### config.mk
export PLATFORM = sky130hd
export DESIGN_NAME = lecture_clock
export DESIGN_NICKNAME = d
export VERILOG_FILES = /design/src/rtl/lecture_clock.sv
export SDC_FILE = /design/constraint.sdc
export NUM_CORES = 1
export LEC_CHECK = 0
export ABC_AREA = 1
export CAP_MARGIN = 10
export CORE_ASPECT_RATIO = 0.9
export CORE_MARGIN = 2
export CORE_UTILIZATION = 58
export CTS_CLUSTER_SIZE = 16
export DETAILED_ROUTE_END_ITERATION = 12
export PLACE_DENSITY_LB_ADDON = 0.08
export SLEW_MARGIN = 10
export SYNTH_ARGS = -nofsm -noshare
export SYNTH_HDL_FRONTEND = slang
export SYNTH_SLANG_ARGS = --single-unit
### constraint.sdc
create_clock -name Clk -period 9.3 [get_ports Clk]
set_input_delay 2.325 -clock Clk [delete_from_list [all_inputs] [get_ports Clk]]
set_output_delay 2.325 -clock Clk [all_outputs]
set_load 0.01 [all_outputs]
### src/rtl/lecture_clock.sv
// Game lecture clock: divides Clk into game seconds and minutes with
// run/pause/expire control; minutes saturate at MAX_MIN and then freeze.
module lecture_clock #(
  parameter int unsigned TICKS_PER_SEC = 100_000_000,
  parameter int unsigned SEC_PER_MIN   = 60,
  parameter logic [7:0]  MAX_MIN       = 8'd255
) (
  input  logic       Clk,
  input  logic       Reset_n,
  input  logic       Start,
  input  logic       Pause,
  input  logic       Clear,
  input  logic       Step,
  output logic [7:0] minutes,
  output logic [5:0] seconds,
  output logic       sec_tick,
  output logic       minute_tick,
  output logic       running,
  output logic       expired
);

  localparam int unsigned     PRE_W    = $clog2(TICKS_PER_SEC);
  localparam logic [PRE_W-1:0] PRE_LAST = PRE_W'(TICKS_PER_SEC - 1);
  localparam logic [5:0]       SEC_LAST = 6'(SEC_PER_MIN - 1);

  typedef enum logic [1:0] {ST_STOPPED, ST_RUNNING, ST_PAUSED, ST_EXPIRED} state_t;

  state_t           state_q, state_d;
  logic [PRE_W-1:0] pre_q, pre_d;
  logic [5:0]       sec_q, sec_d;
  logic [7:0]       min_q, min_d;
  logic             sec_tick_q, sec_tick_d;
  logic             minute_tick_q, minute_tick_d;
  logic             running_q, running_d;
  logic             expired_q, expired_d;

  logic       active, count_en, wrap_sec, roll_min, step_en;
  logic [1:0] min_inc;

  function automatic logic [7:0] sat_add(input logic [7:0] a, input logic [1:0] inc);
    logic [8:0] sum;
    sum = {1'b0, a} + {7'b0, inc};
    if (sum >= {1'b0, MAX_MIN}) return MAX_MIN;
    return sum[7:0];
  endfunction

  // Pause is a level that gates counting even on the edge that enters PAUSED.
  assign active   = (state_q == ST_RUNNING) || (state_q == ST_PAUSED);
  assign count_en = active && !Pause;
  assign wrap_sec = count_en && (pre_q == PRE_LAST);
  assign roll_min = wrap_sec && (sec_q == SEC_LAST);
  assign step_en  = active && Step;
  assign min_inc  = {1'b0, roll_min} + {1'b0, step_en};

  always_comb begin
    state_d       = state_q;
    pre_d         = pre_q;
    sec_d         = sec_q;
    min_d         = min_q;
    sec_tick_d    = 1'b0;
    minute_tick_d = 1'b0;
    if (Clear) begin
      state_d = ST_STOPPED;
      pre_d   = '0;
      sec_d   = '0;
      min_d   = '0;
    end else begin
      case (state_q)
        ST_STOPPED: begin
          if (Start) begin
            state_d = ST_RUNNING;
            pre_d   = '0;
          end
        end
        ST_RUNNING, ST_PAUSED: begin
          if (count_en) pre_d = wrap_sec ? '0 : pre_q + 1'b1;
          if (wrap_sec) begin
            sec_d      = roll_min ? '0 : sec_q + 6'd1;
            sec_tick_d = 1'b1;
          end
          state_d = Pause ? ST_PAUSED : ST_RUNNING;
          // A step coinciding with a rollover merges into one +2 update.
          if (min_inc != 2'd0) begin
            min_d         = sat_add(min_q, min_inc);
            minute_tick_d = 1'b1;
            if (min_d == MAX_MIN) state_d = ST_EXPIRED;
          end
        end
        default: ;
      endcase
    end
    running_d = (state_d == ST_RUNNING);
    expired_d = (state_d == ST_EXPIRED);
  end

  always_ff @(posedge Clk or negedge Reset_n) begin
    if (!Reset_n) begin
      state_q       <= ST_STOPPED;
      pre_q         <= '0;
      sec_q         <= '0;
      min_q         <= '0;
      sec_tick_q    <= 1'b0;
      minute_tick_q <= 1'b0;
      running_q     <= 1'b0;
      expired_q     <= 1'b0;
    end else begin
      state_q       <= state_d;
      pre_q         <= pre_d;
      sec_q         <= sec_d;
      min_q         <= min_d;
      sec_tick_q    <= sec_tick_d;
      minute_tick_q <= minute_tick_d;
      running_q     <= running_d;
      expired_q     <= expired_d;
    end
  end

  assign minutes     = min_q;
  assign seconds     = sec_q;
  assign sec_tick    = sec_tick_q;
  assign minute_tick = minute_tick_q;
  assign running     = running_q;
  assign expired     = expired_q;

endmodule

==> results.py, run 1 <==
metrics = {
    "setup_path": {
        "cpMostUsedCell": "nor2_1",
        "crit_path_cell_trace": "clkdlybuf4s50_1 > nor2_1 > nand2_1 > nor3_4 > nand4_4 > nor2_1 > inv_1 > ha_1 > ha_1 > fa_1 > nand2_4 > nor2_4 > inv_1 > nand2_2 > nor2_1 > nand2_1 > nand2_2 > nand3_4 > o21ai_2 > nand3_2 > a21oi_2 > nor2_1",
        "cp_slowest_cell": "fa_1",
        "crit_arrival_ps": 5700,
        "slowest_delay_ps": 460,
        "worstPathBufferInverterCount": 3,
        "reg2reg_to": "running",
        "r2r-start": "state_q[0]",
        "cp-start-kind": "primary input",
        "setup.worst_path.class": "primary input to register",
        "cp_max_fo": 9,
        "worstPathRequired_ps": 9490,
        "reg2reg_slack_ps": 5300,
        "end_kind": "register",
        "critPathTopFamily": "simple AND/OR/NAND/NOR gates",
        "reg2reg_depth": 24,
    },
    "synthesis": {
        "netlist_instances": 377,
        "yosys_most_used_dff": "dfrtp_1",
        "synthArstFlopShare_pct": 100,
        "synth_top_area_share_pct": 39.4,
        "synth.most_common_cell": "nand2_1",
        "synth_cell_types": 38,
        "ys_seq_elements": 47,
        "syn_area_per_cell_sq_um": 7.91,
        "synth_area_leaders": "dfrtp_1, nand2_1, inv_1, nor2_1, nand3_1",
        "synth_edf_count": 0,
        "syn_area_sq_um": 2980,
        "yosys_warnings": 0,
        "synth_top_area_cell": "dfrtp_1",
        "ys_seq_area_share_pct": 39.4,
        "yosys-top-cells-count": "nand2_1, dfrtp_1, inv_1",
        "syn_nets": 392,
    },
    "timing": {
        "final_hold_viol_count": 0,
        "relSlewSlack_pct": 30.1,
        "fmax_mhz": 182,
        "drv_slew": 0,
        "period_needed_ps": 5510,
        "min_period_over_period_pct": 59.2,
        "fin_skew_ps": 3.43,
        "tightestPinTransition_ps": 1050,
        "rsz0062_at_grt": "false",
        "setup_tns_ps": 0,
        "setup_viol": 0,
    },
    "hold_path": {
        "whs_endpoint": "pre_q[1]",
        "min_from": "pre_q[1]",
        "whs_path_depth": 2,
        "hold_path_class": "register to register",
    },
    "placed_design": {
        "placed_cells": 460,
        "hpwl_microns": 4670,
        "io_buffer_count": 23,
        "place_congestion": 0.934,
    },
    "clocking": {
        "cts_tree": "yes",
        "cts_root_buf": "clkbuf_8",
        "cts_buffers": 5,
        "insertion_delay_ps": 290,
        "clk_pin_slew_ps": 80,
        "cts_hold_buf": 0,
        "ctsLongestPathBuffers": 2,
        "post_cts_buffers": 0,
        "cts_resized": 0,
        "cts.sinks": 47,
        "htree_levels": 2,
    },
    "global_route": {
        "grt_pass1_vias": 2230,
        "antenna_found_initial": 0,
        "grt_max_degree": 48,
        "grt.total_usage_pct": 24.1,
        "grt-ovfl-total": 0,
        "grt_pass1_wl_microns": 10700,
    },
    "die": {
        "start_util_pct": 60.9,
        "fp.dieW_microns": 79.6,
        "chipHeight_microns": 72.0,
        "design.die.area_sq_um": 5730,
        "core_sq_um": 4890,
        "rows": 24,
        "ios": 24,
    },
    "power_and_ir_drop": {
        "ir_drop_mv": 0.134,
        "power.leakage_nw": 1.49,
        "p_per_area_nw_per_um2": 139,
        "p_sw_share_pct": 31.1,
        "p_clk_share_pct": 31.1,
        "p_seq_share_pct": 46.4,
        "p_sw_w": 0.000145,
        "pwr-share-comb_pct": 22.5,
        "p_int_w": 0.000321,
    },
    "finish": {
        "syn2layout_area_growth_pct": 12.1,
        "instances_no_fill": 467,
        "drive_above_1_share_pct": 14.9,
        "final_nets": 417,
        "antenna_cells": 0,
    },
    "outcome": {
        "status": "finished clean",
    },
    "detailed_routing": {
        "drc": 0,
        "drt_iter0_drc": 160,
        "routed_wl_microns": 6280,
        "viasPerCell": 5.37,
        "via_count": 2506,
        "first_pass_iters": 4,
        "routedWlPerCell_microns": 13.4,
        "ant_nets": 0,
    },
    "job": {
        "cap_viol_max_count": 0,
    },
}
worst max path at each step:
stage / slack [ps] / cells after the start / to / start
after floorplan: 4230 / 21 / running / Pause
after CTS: 3790 / 23 / running / Pause
after global routing: 3460 / 23 / expired / Pause
after global placement: 3600 / 22 / running / Pause
after detailed placement: 3480 / 23 / running / Pause
final: 3790 / 22 / running / Pause
through the flow:
step	hold slack, ps	power (W)	setup WS (ps)	area [sq um]	utilization (%)
after floorplan	479	0.000301	4230	2980	-
after global placement	503	0.000322	3600	3240	66.2
after detailed placement	506	0.000325	3480	3240	66.2
after CTS	527	0.000469	3790	3340	68.3
after global routing	555	0.000490	3460	3340	68.3
final	528	0.000466	3790	3340	68.3
per-layer routing:
metal  part of all wire [%]  wire length [microns]  up-vias  global-route usage, %
met5                      0                      0        -                      0
met4                   0.94                     59        0                   6.70
met3                    3.2                    203        7                   3.98
met2                     42                   2650       41                   32.7
met1                     54                   3370     1196                   39.2
li1                       -                      -     1262                      -
flip-flops by register name (all words and copies together), names as in the netlist:
| name | flops |
|---|---|
| seconds | 6 |
| running | 1 |
| expired | 1 |
| minutes | 8 |
| minute_tick | 1 |
| pre_q | 27 |
| sec_tick | 1 |
| state_q | 2 |
worst register-to-register path: cells and delay by family (launching register included):
kind	cells	cell delay, ps
simple gates	14	1520
fa+ha+maj	4	1460
buf+inv	4	270
flops	1	380
compound gates	2	250
kinds of logic (layout without fill, tap and decap cells):
| family | Yosys count | after routing | share of synthesized area [%] |
|---|---|---|---|
| compound gates | 42 | 42 | 7.93 |
| xor+xnor | 12 | 12 | 3.52 |
| fa+ha+maj | 9 | 9 | 4.03 |
| buf+inv | 56 | 81 | 8.14 |
| flops | 47 | 47 | 39.4 |
| simple gates | 211 | 211 | 36.9 |
power by group through the flow:
| stage | Clock [W] | Combinational (W) | Sequential (W) |
|---|---|---|---|
| 4_1_cts | 0.000147 | 0.000105 | 0.000216 |
| 2_1_floorplan | 0 | 0.0000814 | 0.000220 |
| 3_5_place_dp | 0 | 0.000105 | 0.000220 |
| 3_3_place_gp | 0 | 0.000102 | 0.000220 |
| 6_report | 0.000145 | 0.000105 | 0.000216 |
| 5_1_grt | 0.000156 | 0.000118 | 0.000217 |
cells in the final DEF, fill, tap and decap left out, types with 2 or more instances in the layout:
cell type	n
nand2_1	82
dfrtp_1	47
inv_1	45
nor2_1	40
nand3_1	27
clkdlybuf4s50_1	22
nand2_2	14
a21oi_1	14
o21ai_0	14
nor3_1	9
xor2_1	8
ha_1	8
nor2_4	7
nor2_2	6
nor3_2	5
o22ai_1	5
clkbuf_8	5
inv_2	4
nand3_2	4
xnor2_1	4
nand4_1	4
nand2_4	3
and3_1	2
nor3_4	2
nor4_1	2
o21ai_2	2
o21ai_1	2
a31oi_1	2
final cells by class:
class | instances | area [sq um]
clock inverters | 1 | 30.0
fillers | 405 | 1550
multi-input cells | 274 | 1560
clock buffers | 6 | 72.6
inverters | 51 | 194
flip-flops and latches | 47 | 1180
well taps | 65 | 81.3
repair buffers | 23 | 225
(Power assumes the default switching activity.)
==> run 2: changes to the inputs <==
--- a/config.mk
+++ b/config.mk
@@ -9,7 +9,7 @@
 export CAP_MARGIN = 10
 export CORE_ASPECT_RATIO = 0.9
 export CORE_MARGIN = 2
-export CORE_UTILIZATION = 58
+export CORE_UTILIZATION = 53
 export CTS_CLUSTER_SIZE = 16
 export DETAILED_ROUTE_END_ITERATION = 12
 export PLACE_DENSITY_LB_ADDON = 0.08
==> constraint.sdc (replaced) <==
create_clock -name Clk -period 4.75 [get_ports Clk]
set_input_delay 1.1875 -clock Clk [delete_from_list [all_inputs] [get_ports Clk]]
set_output_delay 1.1875 -clock Clk [all_outputs]
set_load 0.01 [all_outputs]
==> results.py, run 2 (same netlist as run 1, synthesis figures left out) <==
metrics = {
    "detailed_routing": {
        "ant_nets": 0,
        "routedWlPerCell_microns": 13.0,
        "via_count": 2448,
        "drc": 0,
        "first_pass_iters": 4,
        "viasPerCell": 5.22,
        "routed_wl_microns": 6110,
        "drt_iter0_drc": 147,
    },
    "timing": {
        "fin_skew_ps": 2.46,
        "drv_slew": 0,
        "tightestPinTransition_ps": 1030,
        "setup_viol": 0,
        "relSlewSlack_pct": 31.5,
        "period_needed_ps": 4210,
        "setup_tns_ps": 0,
        "worst_hold_slack_ps": 536,
        "min_period_over_period_pct": 88.5,
        "rsz0062_at_grt": "false",
        "fmax_mhz": 238,
        "final_hold_viol_count": 0,
    },
    "setup_path": {
        "cp_slowest_cell": "fa_1",
        "setup.worst_path.class": "primary input to register",
        "crit_arrival_ps": 4440,
        "slowest_delay_ps": 470,
        "worstPathRequired_ps": 4980,
        "cp_max_fo": 7,
        "crit_path_cell_trace": "clkdlybuf4s50_1 > nor2_1 > nand2_1 > nor3_4 > nand4_4 > nor2_1 > inv_1 > ha_1 > ha_1 > fa_1 > nand2_4 > nor2_4 > inv_1 > nand2_2 > nor2_1 > nand2_1 > nand2_2 > nand3_4 > o21ai_2 > nand3_2 > nand2_2 > nand2_2 > nor2_1",
        "end_kind": "register",
        "cp-start-kind": "primary input",
    },
    "outcome": {
        "status": "finished clean",
    },
    "clocking": {
        "insertion_delay_ps": 300,
        "cts_hold_buf": 0,
        "cts.sinks": 47,
        "htree_levels": 2,
        "cts_root_buf": "clkbuf_8",
        "cts_tree": "yes",
        "ctsLongestPathBuffers": 2,
        "cts_buffers": 5,
        "post_cts_buffers": 0,
        "cts_resized": 0,
        "clk_pin_slew_ps": 80,
    },
    "global_route": {
        "grt-ovfl-total": 0,
        "antenna_found_initial": 0,
        "grt_pass1_wl_microns": 10200,
        "grt_max_degree": 48,
        "grt_pass1_vias": 2177,
        "grt.total_usage_pct": 20.7,
    },
    "die": {
        "start_util_pct": 55.7,
        "ios": 24,
        "chipHeight_microns": 75.2,
        "design.die.area_sq_um": 6240,
        "core_sq_um": 5350,
        "fp.dieW_microns": 83.1,
        "rows": 25,
    },
    "finish": {
        "layout_common_cells": "nand2_1, dfrtp_1, inv_1",
        "syn2layout_area_growth_pct": 11.4,
        "drive_above_1_share_pct": 14.9,
        "top_register": "pre_q",
        "largest_register_ffs": 27,
        "antenna_cells": 0,
        "final_nets": 418,
        "final_common_cell": "nand2_1",
    },
    "placed_design": {
        "hpwl_microns": 4670,
        "io_buffer_count": 23,
        "place_congestion": 0.928,
    },
    "job": {
        "cap_viol_max_count": 0,
    },
    "hold_path": {
        "hold_path_class": "register to register",
    },
    "power_and_ir_drop": {
        "p_per_area_nw_per_um2": 255,
        "ir_drop_mv": 0.243,
        "power.leakage_nw": 1.48,
    },
}
==> run 2: changes by cell type in the layout (fill, tap and decap cells not counted) <==
cell	before	now
buf_4	0	1
bufinv_16	1	0
==> run 2: report_power, final <==
part | internal (W) | switching [W] | leakage, nW | total [W]
clock network | 0.0000983 | 0.000125 | 0.0371 | 0.000223
registers | 0.000414 | 0.00000844 | 0.653 | 0.000422
logic | 0.0000604 | 0.000142 | 0.788 | 0.000202
total | 0.000572 | 0.000275 | 1.48 | 0.000847
==> run 2: final cells by class <==
class | count | area [sq um]
multi-input cells | 274 | 1560
inverters | 51 | 194
well taps | 67 | 83.8
fillers | 471 | 2030
repair buffers | 24 | 233
flip-flops and latches | 47 | 1180
clock buffers | 6 | 72.6
==> run 2: routing by layer <==
layer | routed length (microns) | up-vias | GRT usage, %
met2 | 2480 | 57 | 30.6
met1 | 3210 | 1124 | 30.8
li1 | - | 1261 | -
met5 | 0 | - | 0
met4 | 84 | 0 | 7.10
met3 | 333 | 6 | 3.84
==> run 2: critical path, delay by kind of cell <==
family,cells,cell delay (ps)
AND/OR/NAND/NOR,16,1600
AO/OA/AOI/OAI,1,90
buffers and inverters,3,560
adder cells (fa/ha/maj),3,1000
==> run 2: per-stage QoR <==
step           worst slack (ps)  area, sq um  util, %  cells  power, W
2_1_floorplan               820         2980        -    377  0.000590
3_3_place_gp                306         3250     60.7    463  0.000631
3_5_place_dp                211         3250     60.7    463  0.000634
4_1_cts                     507         3320     62.1    469  0.000858
5_1_grt                     220         3320     62.1    469  0.000897
6_report                    545         3320     62.1    469  0.000847
==> run 2: final timing paths <==
kind | from | endpoint | slack (ps) | cells after the start
worst max-delay path | Pause | expired | 540 | 23
worst min-delay path | pre_q[1] | pre_q[1] | 540 | 2
worst max register to register | state_q[1] | expired | 930 | 25
worst min register to register | pre_q[1] | pre_q[1] | 540 | 2
max in group asynchronous | Reset_n | pre_q[17] | 3050 | 1
min in group asynchronous | Reset_n | seconds[4] | 1060 | 1
==> run 3: changes to the inputs <==
--- a/config.mk
+++ b/config.mk
@@ -8,11 +8,11 @@
 export ABC_AREA = 1
 export CAP_MARGIN = 10
 export CORE_ASPECT_RATIO = 0.9
-export CORE_MARGIN = 2
 export CORE_UTILIZATION = 53
 export CTS_CLUSTER_SIZE = 16
 export DETAILED_ROUTE_END_ITERATION = 12
 export PLACE_DENSITY_LB_ADDON = 0.08
+export SKIP_CTS_REPAIR_TIMING = 1
 export SLEW_MARGIN = 10
 export SYNTH_ARGS = -nofsm -noshare
 export SYNTH_HDL_FRONTEND = slang
==> results.py, run 3 (same netlist as run 1, synthesis figures left out) <==
metrics = {
    "finish": {
        "drive_above_1_share_pct": 15.3,
        "multi_input_area_sq_um": 1560,
        "syn2layout_area_growth_pct": 12.7,
        "final.fill_count": 464,
        "top_register": "pre_q",
        "largest_register_ffs": 27,
        "final_common_cell": "nand2_1",
        "final_core_util_pct": 62.8,
        "final_nets": 419,
        "layout_common_cells": "nand2_1, dfrtp_1, inv_1",
        "final-seq-area_sq_um": 1180,
        "antenna_cells": 0,
    },
    "die": {
        "start_util_pct": 55.7,
        "chipHeight_microns": 73.2,
        "ios": 24,
        "core_sq_um": 5350,
        "rows": 25,
        "fp.dieW_microns": 81.1,
        "design.die.area_sq_um": 5930,
    },
    "timing": {
        "fin_skew_ps": 6.78,
        "rsz0062_at_grt": "false",
        "relSlewSlack_pct": 59.6,
        "min_period_over_period_pct": 90.1,
        "drv_slew": 0,
        "fmax_mhz": 234,
        "setup_viol": 0,
        "final_hold_viol_count": 0,
        "setup_tns_ps": 0,
        "tightestPinTransition_ps": 606,
        "period_needed_ps": 4280,
    },
    "detailed_routing": {
        "drt_iter0_drc": 166,
        "first_pass_iters": 5,
        "ant_nets": 0,
        "routed_wl_microns": 6470,
        "viasPerCell": 5.34,
        "via_count": 2514,
        "routedWlPerCell_microns": 13.7,
        "drc": 0,
    },
    "outcome": {
        "status": "finished clean",
    },
    "global_route": {
        "grt.total_usage_pct": 24.6,
        "grt_pass1_wl_microns": 10900,
        "grt_max_degree": 48,
        "antenna_found_initial": 0,
        "grt_pass1_vias": 2334,
        "grt-ovfl-total": 0,
    },
    "power_and_ir_drop": {
        "ir_drop_mv": 0.225,
        "power.leakage_nw": 1.50,
        "p_per_area_nw_per_um2": 273,
    },
    "hold_path": {
        "min_from": "pre_q[15]",
        "whs_path_depth": 2,
        "hold_path_class": "register to register",
        "whs_endpoint": "pre_q[15]",
    },
    "setup_path": {
        "reg2reg_depth": 25,
        "cp_max_fo": 7,
        "worstPathRequired_ps": 4990,
        "r2r-start": "state_q[0]",
        "end_kind": "register",
        "reg2reg_to": "expired",
        "reg2reg_slack_ps": 850,
        "crit_arrival_ps": 4510,
        "cp-start-kind": "primary input",
        "setup.worst_path.class": "primary input to register",
    },
    "clocking": {
        "cts_root_buf": "clkbuf_8",
        "clk_pin_slew_ps": 90,
        "cts.sinks": 47,
        "insertion_delay_ps": 310,
        "cts_tree": "yes",
        "cts_buffers": 5,
        "htree_levels": 2,
        "ctsLongestPathBuffers": 2,
    },
    "placed_design": {
        "io_buffer_count": 23,
        "place_congestion": 0.924,
        "hpwl_microns": 4910,
    },
    "job": {
        "cap_viol_max_count": 0,
    },
}
-- run 3: cell types whose count changed in the layout (fill, tap and decap cells not counted) --
cell	previous run	this run
buf_4	1	2
bufinv_16	0	1
-- run 3: final cells by class --
type | count | share of cell area [%]
Sequential cell | 47 | 35.0
Clock buffer | 6 | 2.16
Clock inverter | 1 | 0.894
Tap cell | 67 | 2.50
Multi-Input combinational cell | 274 | 46.5
Timing Repair Buffer | 25 | 7.15
Inverter | 51 | 5.77
-- run 3: how the worst max path moves through the flow --
stage | from | to | depth (start not counted) | slack, ps
global route | Pause | expired | 23 | 160
CTS | Pause | expired | 23 | 470
detailed placement | Pause | running | 22 | 150
finish | Pause | expired | 23 | 470
global placement | Pause | running | 22 | 310
floorplan | Pause | running | 21 | 820
-- run 3: power breakdown --
group | leakage [nW] | internal, W | switching (W)
Combinational | 0.793 | 0.0000609 | 0.000142
Sequential | 0.653 | 0.000414 | 0.00000906
Clock | 0.0513 | 0.000154 | 0.000136
-- run 3: per-stage QoR --
step | hold slack (ps) | setup slack [ps] | instance area (sq um) | cells | power (W)
finish | 535 | 472 | 3360 | 471 | 0.000916
CTS | 538 | 473 | 3360 | 471 | 0.000918
detailed placement | 520 | 151 | 3260 | 464 | 0.000635
global route | 569 | 164 | 3360 | 471 | 0.000959
global placement | 503 | 310 | 3260 | 464 | 0.000632
floorplan | 479 | 820 | 2980 | 377 | 0.000590
-- run 3: critical path, cell delays in order --
cell and delay (ps):
clkdlybuf4s50_1 440, nor2_1 160, nand2_1 110, nor3_4 150
nand4_4 110, nor2_1 150, inv_1 60, ha_1 300
ha_1 230, fa_1 470, nand2_4 100, nor2_4 50
inv_1 70, nand2_2 70, nor2_1 100, nand2_1 70
nand2_2 80, nand3_4 130, o21ai_2 100, nand3_2 120
nand2_2 80, nand2_2 60, nor2_1 110
-- run 3: per-layer routing --
layer / vias to the layer above / part of all wire, % / GRT usage, %
met4: 0 / 1.4 / 8.73
met3: 11 / 5.1 / 4.50
met5: - / 0 / 0
li1: 1263 / - / -
met2: 70 / 41 / 33.6
met1: 1170 / 52 / 38.2
